--- src/rtl/autocorr_lag_scheduler.sv ---
// Autocorrelation lag sequencer: walks lags MIN_LAG..MAX_LAG, drives sample-RAM
// addresses and the external MAC, and keeps the lag with the largest r[m].
module autocorr_lag_scheduler #(
    parameter int unsigned N       = 480,
    parameter int unsigned ADDR_W  = 9,
    parameter int unsigned MIN_LAG = 20,
    parameter int unsigned MAX_LAG = 400,
    parameter int unsigned LAT     = 2,
    parameter int unsigned SUM_W   = 72
) (
    input  logic              Clk,
    input  logic              Reset_h,
    input  logic              start,
    output logic              busy,
    output logic [ADDR_W-1:0] addr_a,
    output logic [ADDR_W-1:0] addr_b,
    output logic              mac_clear,
    output logic              mac_en,
    input  logic [SUM_W-1:0]  mac_sum,
    output logic [ADDR_W-1:0] best_lag,
    output logic [SUM_W-1:0]  best_sum,
    output logic              done
);

    localparam int unsigned CNT_W = $clog2(LAT + 2);
    localparam logic [ADDR_W-1:0] MIN_L  = ADDR_W'(MIN_LAG);
    localparam logic [ADDR_W-1:0] MAX_L  = ADDR_W'(MAX_LAG);
    localparam logic [ADDR_W-1:0] LAST_A = ADDR_W'(N - 1);
    localparam logic [CNT_W-1:0]  DRAIN_LAST = CNT_W'(LAT);
    localparam logic signed [SUM_W-1:0] SUM_MIN = {1'b1, {(SUM_W-1){1'b0}}};

    typedef enum logic [2:0] {
        S_IDLE,
        S_CLEAR,
        S_ISSUE,
        S_DRAIN,
        S_COMPARE,
        S_DONE
    } state_e;

    state_e                    state_q, state_d;
    logic [ADDR_W-1:0]         m_q, m_d;
    logic [ADDR_W-1:0]         n_q, n_d;
    logic [CNT_W-1:0]          drain_q, drain_d;
    logic signed [SUM_W-1:0]   peak_q, peak_d;
    logic [ADDR_W-1:0]         peak_lag_q, peak_lag_d;
    logic [ADDR_W-1:0]         best_lag_q, best_lag_d;
    logic [SUM_W-1:0]          best_sum_q, best_sum_d;
    logic [ADDR_W-1:0]         addr_a_q, addr_a_d;
    logic [ADDR_W-1:0]         addr_b_q, addr_b_d;
    logic                      busy_q, busy_d;
    logic                      clear_q, clear_d;
    logic                      done_q, done_d;
    logic [LAT-1:0]            en_sr_q, en_sr_d;
    logic                      issue_valid_c;
    logic [ADDR_W-1:0]         last_n_c;

    // Last n of the current lag keeps addr_b = n + m within the block
    assign last_n_c = LAST_A - m_q;

    always_comb begin
        state_d       = state_q;
        m_d           = m_q;
        n_d           = n_q;
        drain_d       = drain_q;
        peak_d        = peak_q;
        peak_lag_d    = peak_lag_q;
        best_lag_d    = best_lag_q;
        best_sum_d    = best_sum_q;
        addr_a_d      = addr_a_q;
        addr_b_d      = addr_b_q;
        issue_valid_c = 1'b0;

        case (state_q)
            S_IDLE: begin
                if (start) begin
                    state_d    = S_CLEAR;
                    m_d        = MIN_L;
                    peak_d     = SUM_MIN;
                    peak_lag_d = MIN_L;
                end
            end
            S_CLEAR: begin
                n_d     = '0;
                state_d = S_ISSUE;
            end
            S_ISSUE: begin
                issue_valid_c = 1'b1;
                n_d           = n_q + ADDR_W'(1);
                if (n_q == last_n_c) begin
                    state_d = S_DRAIN;
                    drain_d = '0;
                end
            end
            S_DRAIN: begin
                if (drain_q == DRAIN_LAST) begin
                    state_d = S_COMPARE;
                end else begin
                    drain_d = drain_q + CNT_W'(1);
                end
            end
            S_COMPARE: begin
                // Strict compare so ties keep the smaller lag
                if ($signed(mac_sum) > peak_q) begin
                    peak_d     = $signed(mac_sum);
                    peak_lag_d = m_q;
                end
                if (m_q == MAX_L) begin
                    state_d = S_DONE;
                end else begin
                    m_d     = m_q + ADDR_W'(1);
                    state_d = S_CLEAR;
                end
            end
            S_DONE: begin
                best_lag_d = peak_lag_q;
                best_sum_d = peak_q;
                state_d    = S_IDLE;
            end
            default: begin
                state_d = S_IDLE;
            end
        endcase

        // Registered addresses are loaded with the values for the coming ISSUE cycle
        if (state_d == S_ISSUE) begin
            addr_a_d = n_d;
            addr_b_d = n_d + m_d;
        end

        busy_d  = (state_d != S_IDLE);
        clear_d = (state_d == S_CLEAR);
        done_d  = (state_q == S_DONE);
        en_sr_d = LAT'({en_sr_q, issue_valid_c});
    end

    always_ff @(posedge Clk) begin
        if (Reset_h) begin
            state_q    <= S_IDLE;
            m_q        <= '0;
            n_q        <= '0;
            drain_q    <= '0;
            peak_q     <= '0;
            peak_lag_q <= '0;
            best_lag_q <= '0;
            best_sum_q <= '0;
            addr_a_q   <= '0;
            addr_b_q   <= '0;
            busy_q     <= 1'b0;
            clear_q    <= 1'b0;
            done_q     <= 1'b0;
            en_sr_q    <= '0;
        end else begin
            state_q    <= state_d;
            m_q        <= m_d;
            n_q        <= n_d;
            drain_q    <= drain_d;
            peak_q     <= peak_d;
            peak_lag_q <= peak_lag_d;
            best_lag_q <= best_lag_d;
            best_sum_q <= best_sum_d;
            addr_a_q   <= addr_a_d;
            addr_b_q   <= addr_b_d;
            busy_q     <= busy_d;
            clear_q    <= clear_d;
            done_q     <= done_d;
            en_sr_q    <= en_sr_d;
        end
    end

    assign busy      = busy_q;
    assign addr_a    = addr_a_q;
    assign addr_b    = addr_b_q;
    assign mac_clear = clear_q;
    assign mac_en    = en_sr_q[LAT-1];
    assign best_lag  = best_lag_q;
    assign best_sum  = best_sum_q;
    assign done      = done_q;

endmodule

--- config.mk ---
export PLATFORM = sky130hd
export DESIGN_NAME = autocorr_lag_scheduler
export DESIGN_NICKNAME = d
export VERILOG_FILES = /design/src/rtl/autocorr_lag_scheduler.sv
export SDC_FILE = /design/constraint.sdc
export NUM_CORES = 1
export LEC_CHECK = 0
export ABC_AREA = 0
export CAP_MARGIN = 15
export CORE_MARGIN = 5
export CORE_UTILIZATION = 50
export CTS_BUF_LIST = sky130_fd_sc_hd__clkbuf_4 sky130_fd_sc_hd__clkbuf_8
export DETAILED_ROUTE_END_ITERATION = 8
export HOLD_SLACK_MARGIN = 0.06
export PLACE_DENSITY = 0.84
export SLEW_MARGIN = 10
export SYNTH_ARGS = -nofsm -noshare
export SYNTH_HDL_FRONTEND = slang
export SYNTH_SLANG_ARGS = --single-unit
--- constraint.sdc ---
create_clock -name Clk -period 7.55 [get_ports Clk]
set_input_delay 1.51 -clock Clk [delete_from_list [all_inputs] [get_ports Clk]]
set_output_delay 1.51 -clock Clk [all_outputs]
set_load 0.01 [all_outputs]
==> run_results.csv <==
group,metric,value,unit
status,outcome,"complete, no violations",
synth,synth_common_cells,"nand2_1 (348), dfxtp_1 (208), a21oi_1 (120)",
worst_setup_path,endpoint_kind,"register",
worst_hold_path,min-delay-path-class,"reg2reg",
power_and_ir_drop,seqPwrFrac,0.476,
worst_setup_path,reg2reg_slack,3.66,ns
floorplanning,dieArea,23400,µm²
final_layout,multi_input_area,5440,µm²
sta,slew_violations,0,
synth,ys_seq_area_frac,0.407,
sta,tightest_slew,1.01,ns
worst_setup_path,start_kind,"input port",
synth,yosys.area.top_type,"dfxtp_1",
job,cap_violations,0,
grt,grt_max_degree,92,
floorplanning,io_pins,178,
place,gp_congestion,0.853,
drt,drt_pass1_iterations,5,
sta,tns,0,ns
floorplanning,initial_core_util,0.507,
drt,drtIter0Drc,524,
worst_setup_path,reg2reg_depth,16,
clock_tree,post-cts-setup-buffers,0,
grt,grt_overflow,0,
worst_setup_path,crit_slowest_cell,"a211o_4",
synth,synthTopCellsByArea,"dfxtp_1 (41%), nand2_1 (13%), ha_1 (10%)",
grt,grt_pass1_wl,43300,µm
worst_setup_path,worstPathArrival,5.32,ns
worst_hold_path,whs_endpoint,"en_sr_q[1]",
drt,finalWirelength,26100,µm
worst_setup_path,crit_type,"in2reg",
synth,synth_area,10200,µm²
worst_setup_path,crit_path_max_incr_delay,0.81,ns
drt,dr_wl_met2,12300,µm
worst_setup_path,crit_path_frequent_cell,"nand4_1",
clock_tree,cts_tree,"built",
worst_setup_path,r2r-end,"addr_b[8]",
power_and_ir_drop,p_sw,555,µW
sta,hold_viol,0,
sta,fmax,0.204,GHz
power_and_ir_drop,power.density,183,nW/µm²
clock_tree,cts_hold_buf,0,
final_layout,finalNetCount,1571,
floorplanning,fp-row-count,52,
clock_tree,clock_sinks,208,
drt,drtAntennaViolNets,0,
clock_tree,clockRootBuffer,"clkbuf_8",
clock_tree,clkTransAtPathRegs,0.06,ns
synth,syn_area_per_cell,8.15,µm²
power_and_ir_drop,internal_power,1800,µW
clock_tree,cts_max_level,2,
clock_tree,cts-resized-gates,0,
worst_setup_path,cp.required,7.98,ns
sta,maxSlewHeadroom,0.326,
synth,netlist_instances,1255,
worst_setup_path,reg2reg_from,"m_q[4]",
sta,fin_crit_sh,0.649,
power_and_ir_drop,power.total,2350,µW
final_layout,seqCellArea,4160,µm²
synth,synth.most_common_cell,"nand2_1",
clock_tree,cts_max_path_buffers,3,
floorplanning,die_w,153,µm
place,dp_hpwl,18200,µm
worst_setup_path,cp_max_fo,58,
worst_setup_path,critPathTopFamily,"simple AND/OR/NAND/NOR gates",
grt,antenna_found_initial,1,
final_layout,nFillCells,1726,
clock_tree,cts_buffers,36,
drt,wl_per_cell,15.3,µm
floorplanning,dieHeight,153,µm
worst_setup_path,path_buf_inv,2,
power_and_ir_drop,comb_power_share,0.082,
place,io_buffers,177,
worst_hold_path,hold_depth,1,
synth,async_flop_share,0,
drt,drc,0,
sta,rsz0062_at_grt,"false",
clock_tree,clk_latency,0.51,ns
drt,vias,9092,
grt,track_usage,0.216,
synth,synth_ff_type,"dfxtp_1",
drt,met1_length,11500,µm
synth,synth_cell_types,48,
floorplanning,core-area,20200,µm²
grt,grt_pass1_vias,9070,
drt,viasPerCell,5.33,
worst_setup_path,path_cells,"clkdlybuf4s50_1 > ha_1 > nand4_1 > nor4_1 > and2_1 > nand4_1 > a31oi_1 > or3_1 > a211o_4 > buf_4 > mux2i_1",
synth,synth_edf_count,0,
power_and_ir_drop,leakagePower,0.00513,µW
final_layout,syn_to_final_growth,25.6,%
synth,yosysWarnings,0,
power_and_ir_drop,p_clk_frac,0.442,
drt,top_layer,"met4",
final_layout,drive_above_1_share,0.0558,
sta,min_period,4.90,ns
sta,skew,0.0177,ns
sta,setup_viol,0,
synth,synth-seq-cells,208,
synth,synth_top_area_frac,0.407,
synth,syn-num-nets,1416,
power_and_ir_drop,swShare,0.236,
drt,route.met3.wl,1630,µm
power_and_ir_drop,ir_drop,135,µV
worst_hold_path,worstHoldStart,"en_sr_q[0]",
[cell type report]
cell class	instances	share of cell area
Antenna cell	1	0.000195
Clock buffer	57	0.0552
Clock inverter	5	0.00263
Inverter	89	0.0260
Multi-Input combinational cell	891	0.424
Sequential cell	208	0.324
Tap cell	270	0.0263
Timing Repair Buffer	184	0.142
[cell families (layout without fill, tap and decap cells)]
group | Yosys count | in the layout | share of synthesized area
other cells | 0 | 1 | 0
simple gates | 495 | 495 | 0.205
buf+inv | 156 | 335 | 0.0640
mux | 95 | 95 | 0.0931
compound gates | 197 | 197 | 0.110
fa+ha+maj | 86 | 86 | 0.106
flops | 208 | 208 | 0.407
xor+xnor | 18 | 18 | 0.0154
[registers in the layout, indices dropped and copies added (netlist names)]
register	count
best_sum	72
peak_lag_q	9
drain_q	2
mac_clear	1
busy	1
addr_b	9
peak_q	72
state_q	3
n_q	9
done	1
addr_a	9
en_sr_q	2
best_lag	9
m_q	9
[cell usage in the layout, fill, tap and decap left out, types with 9 or more instances in the layout]
cell type,instances
nand3_1,19
nor2_1,47
nor4_1,9
nand2_1,348
mux2i_1,94
nor2b_1,17
clkdlybuf4s50_1,176
inv_1,88
nand2b_1,9
o21ai_0,25
a21o_1,16
dfxtp_1,208
nand4_1,19
xnor2_1,10
a21oi_1,120
clkbuf_8,45
clkbuf_4,12
ha_1,85
[power groups by stage]
| stage | combinational, µW | clock, µW | sequential, µW |
|---|---|---|---|
| finish | 192 | 1040 | 1120 |
| global placement | 186 | 0 | 1140 |
| floorplan | 102 | 0 | 1140 |
| detailed placement | 191 | 0 | 1140 |
| global route | 214 | 1120 | 1120 |
| CTS | 193 | 1060 | 1120 |
[routing by layer]
layer | up-vias | track usage
met5 | - | 0
met3 | 58 | 0.0444
met4 | 0 | 0.0679
li1 | 4496 | -
met1 | 4245 | 0.278
met2 | 293 | 0.365
[how the worst max path moves through the flow]
stage	start	endpoint	slack, ns	cells past startpoint
4_1_cts	mac_sum[46]	peak_q[47]	2.63	11
6_report	mac_sum[71]	peak_q[50]	2.65	11
2_1_floorplan	mac_sum[37]	peak_lag_q[2]	3.69	11
5_1_grt	mac_sum[71]	peak_q[40]	2.42	11
3_3_place_gp	mac_sum[46]	peak_q[42]	2.22	11
3_5_place_dp	mac_sum[46]	peak_q[47]	2.08	11
[metrics by stage]
| stage | area, µm² | hold WS [ns] | utilization | instances | setup WS (ns) |
|---|---|---|---|---|---|
| after floorplan | 10200 | 0.414 | - | 1255 | 3.69 |
| after global placement | 12100 | 0.429 | 0.600 | 1642 | 2.22 |
| after detailed placement | 12100 | 0.434 | 0.600 | 1642 | 2.08 |
| after CTS | 12800 | 0.447 | 0.637 | 1704 | 2.63 |
| after global routing | 12800 | 0.465 | 0.637 | 1705 | 2.42 |
| final | 12800 | 0.438 | 0.637 | 1705 | 2.65 |
No activity file was read; power rests on OpenSTA's default activity.
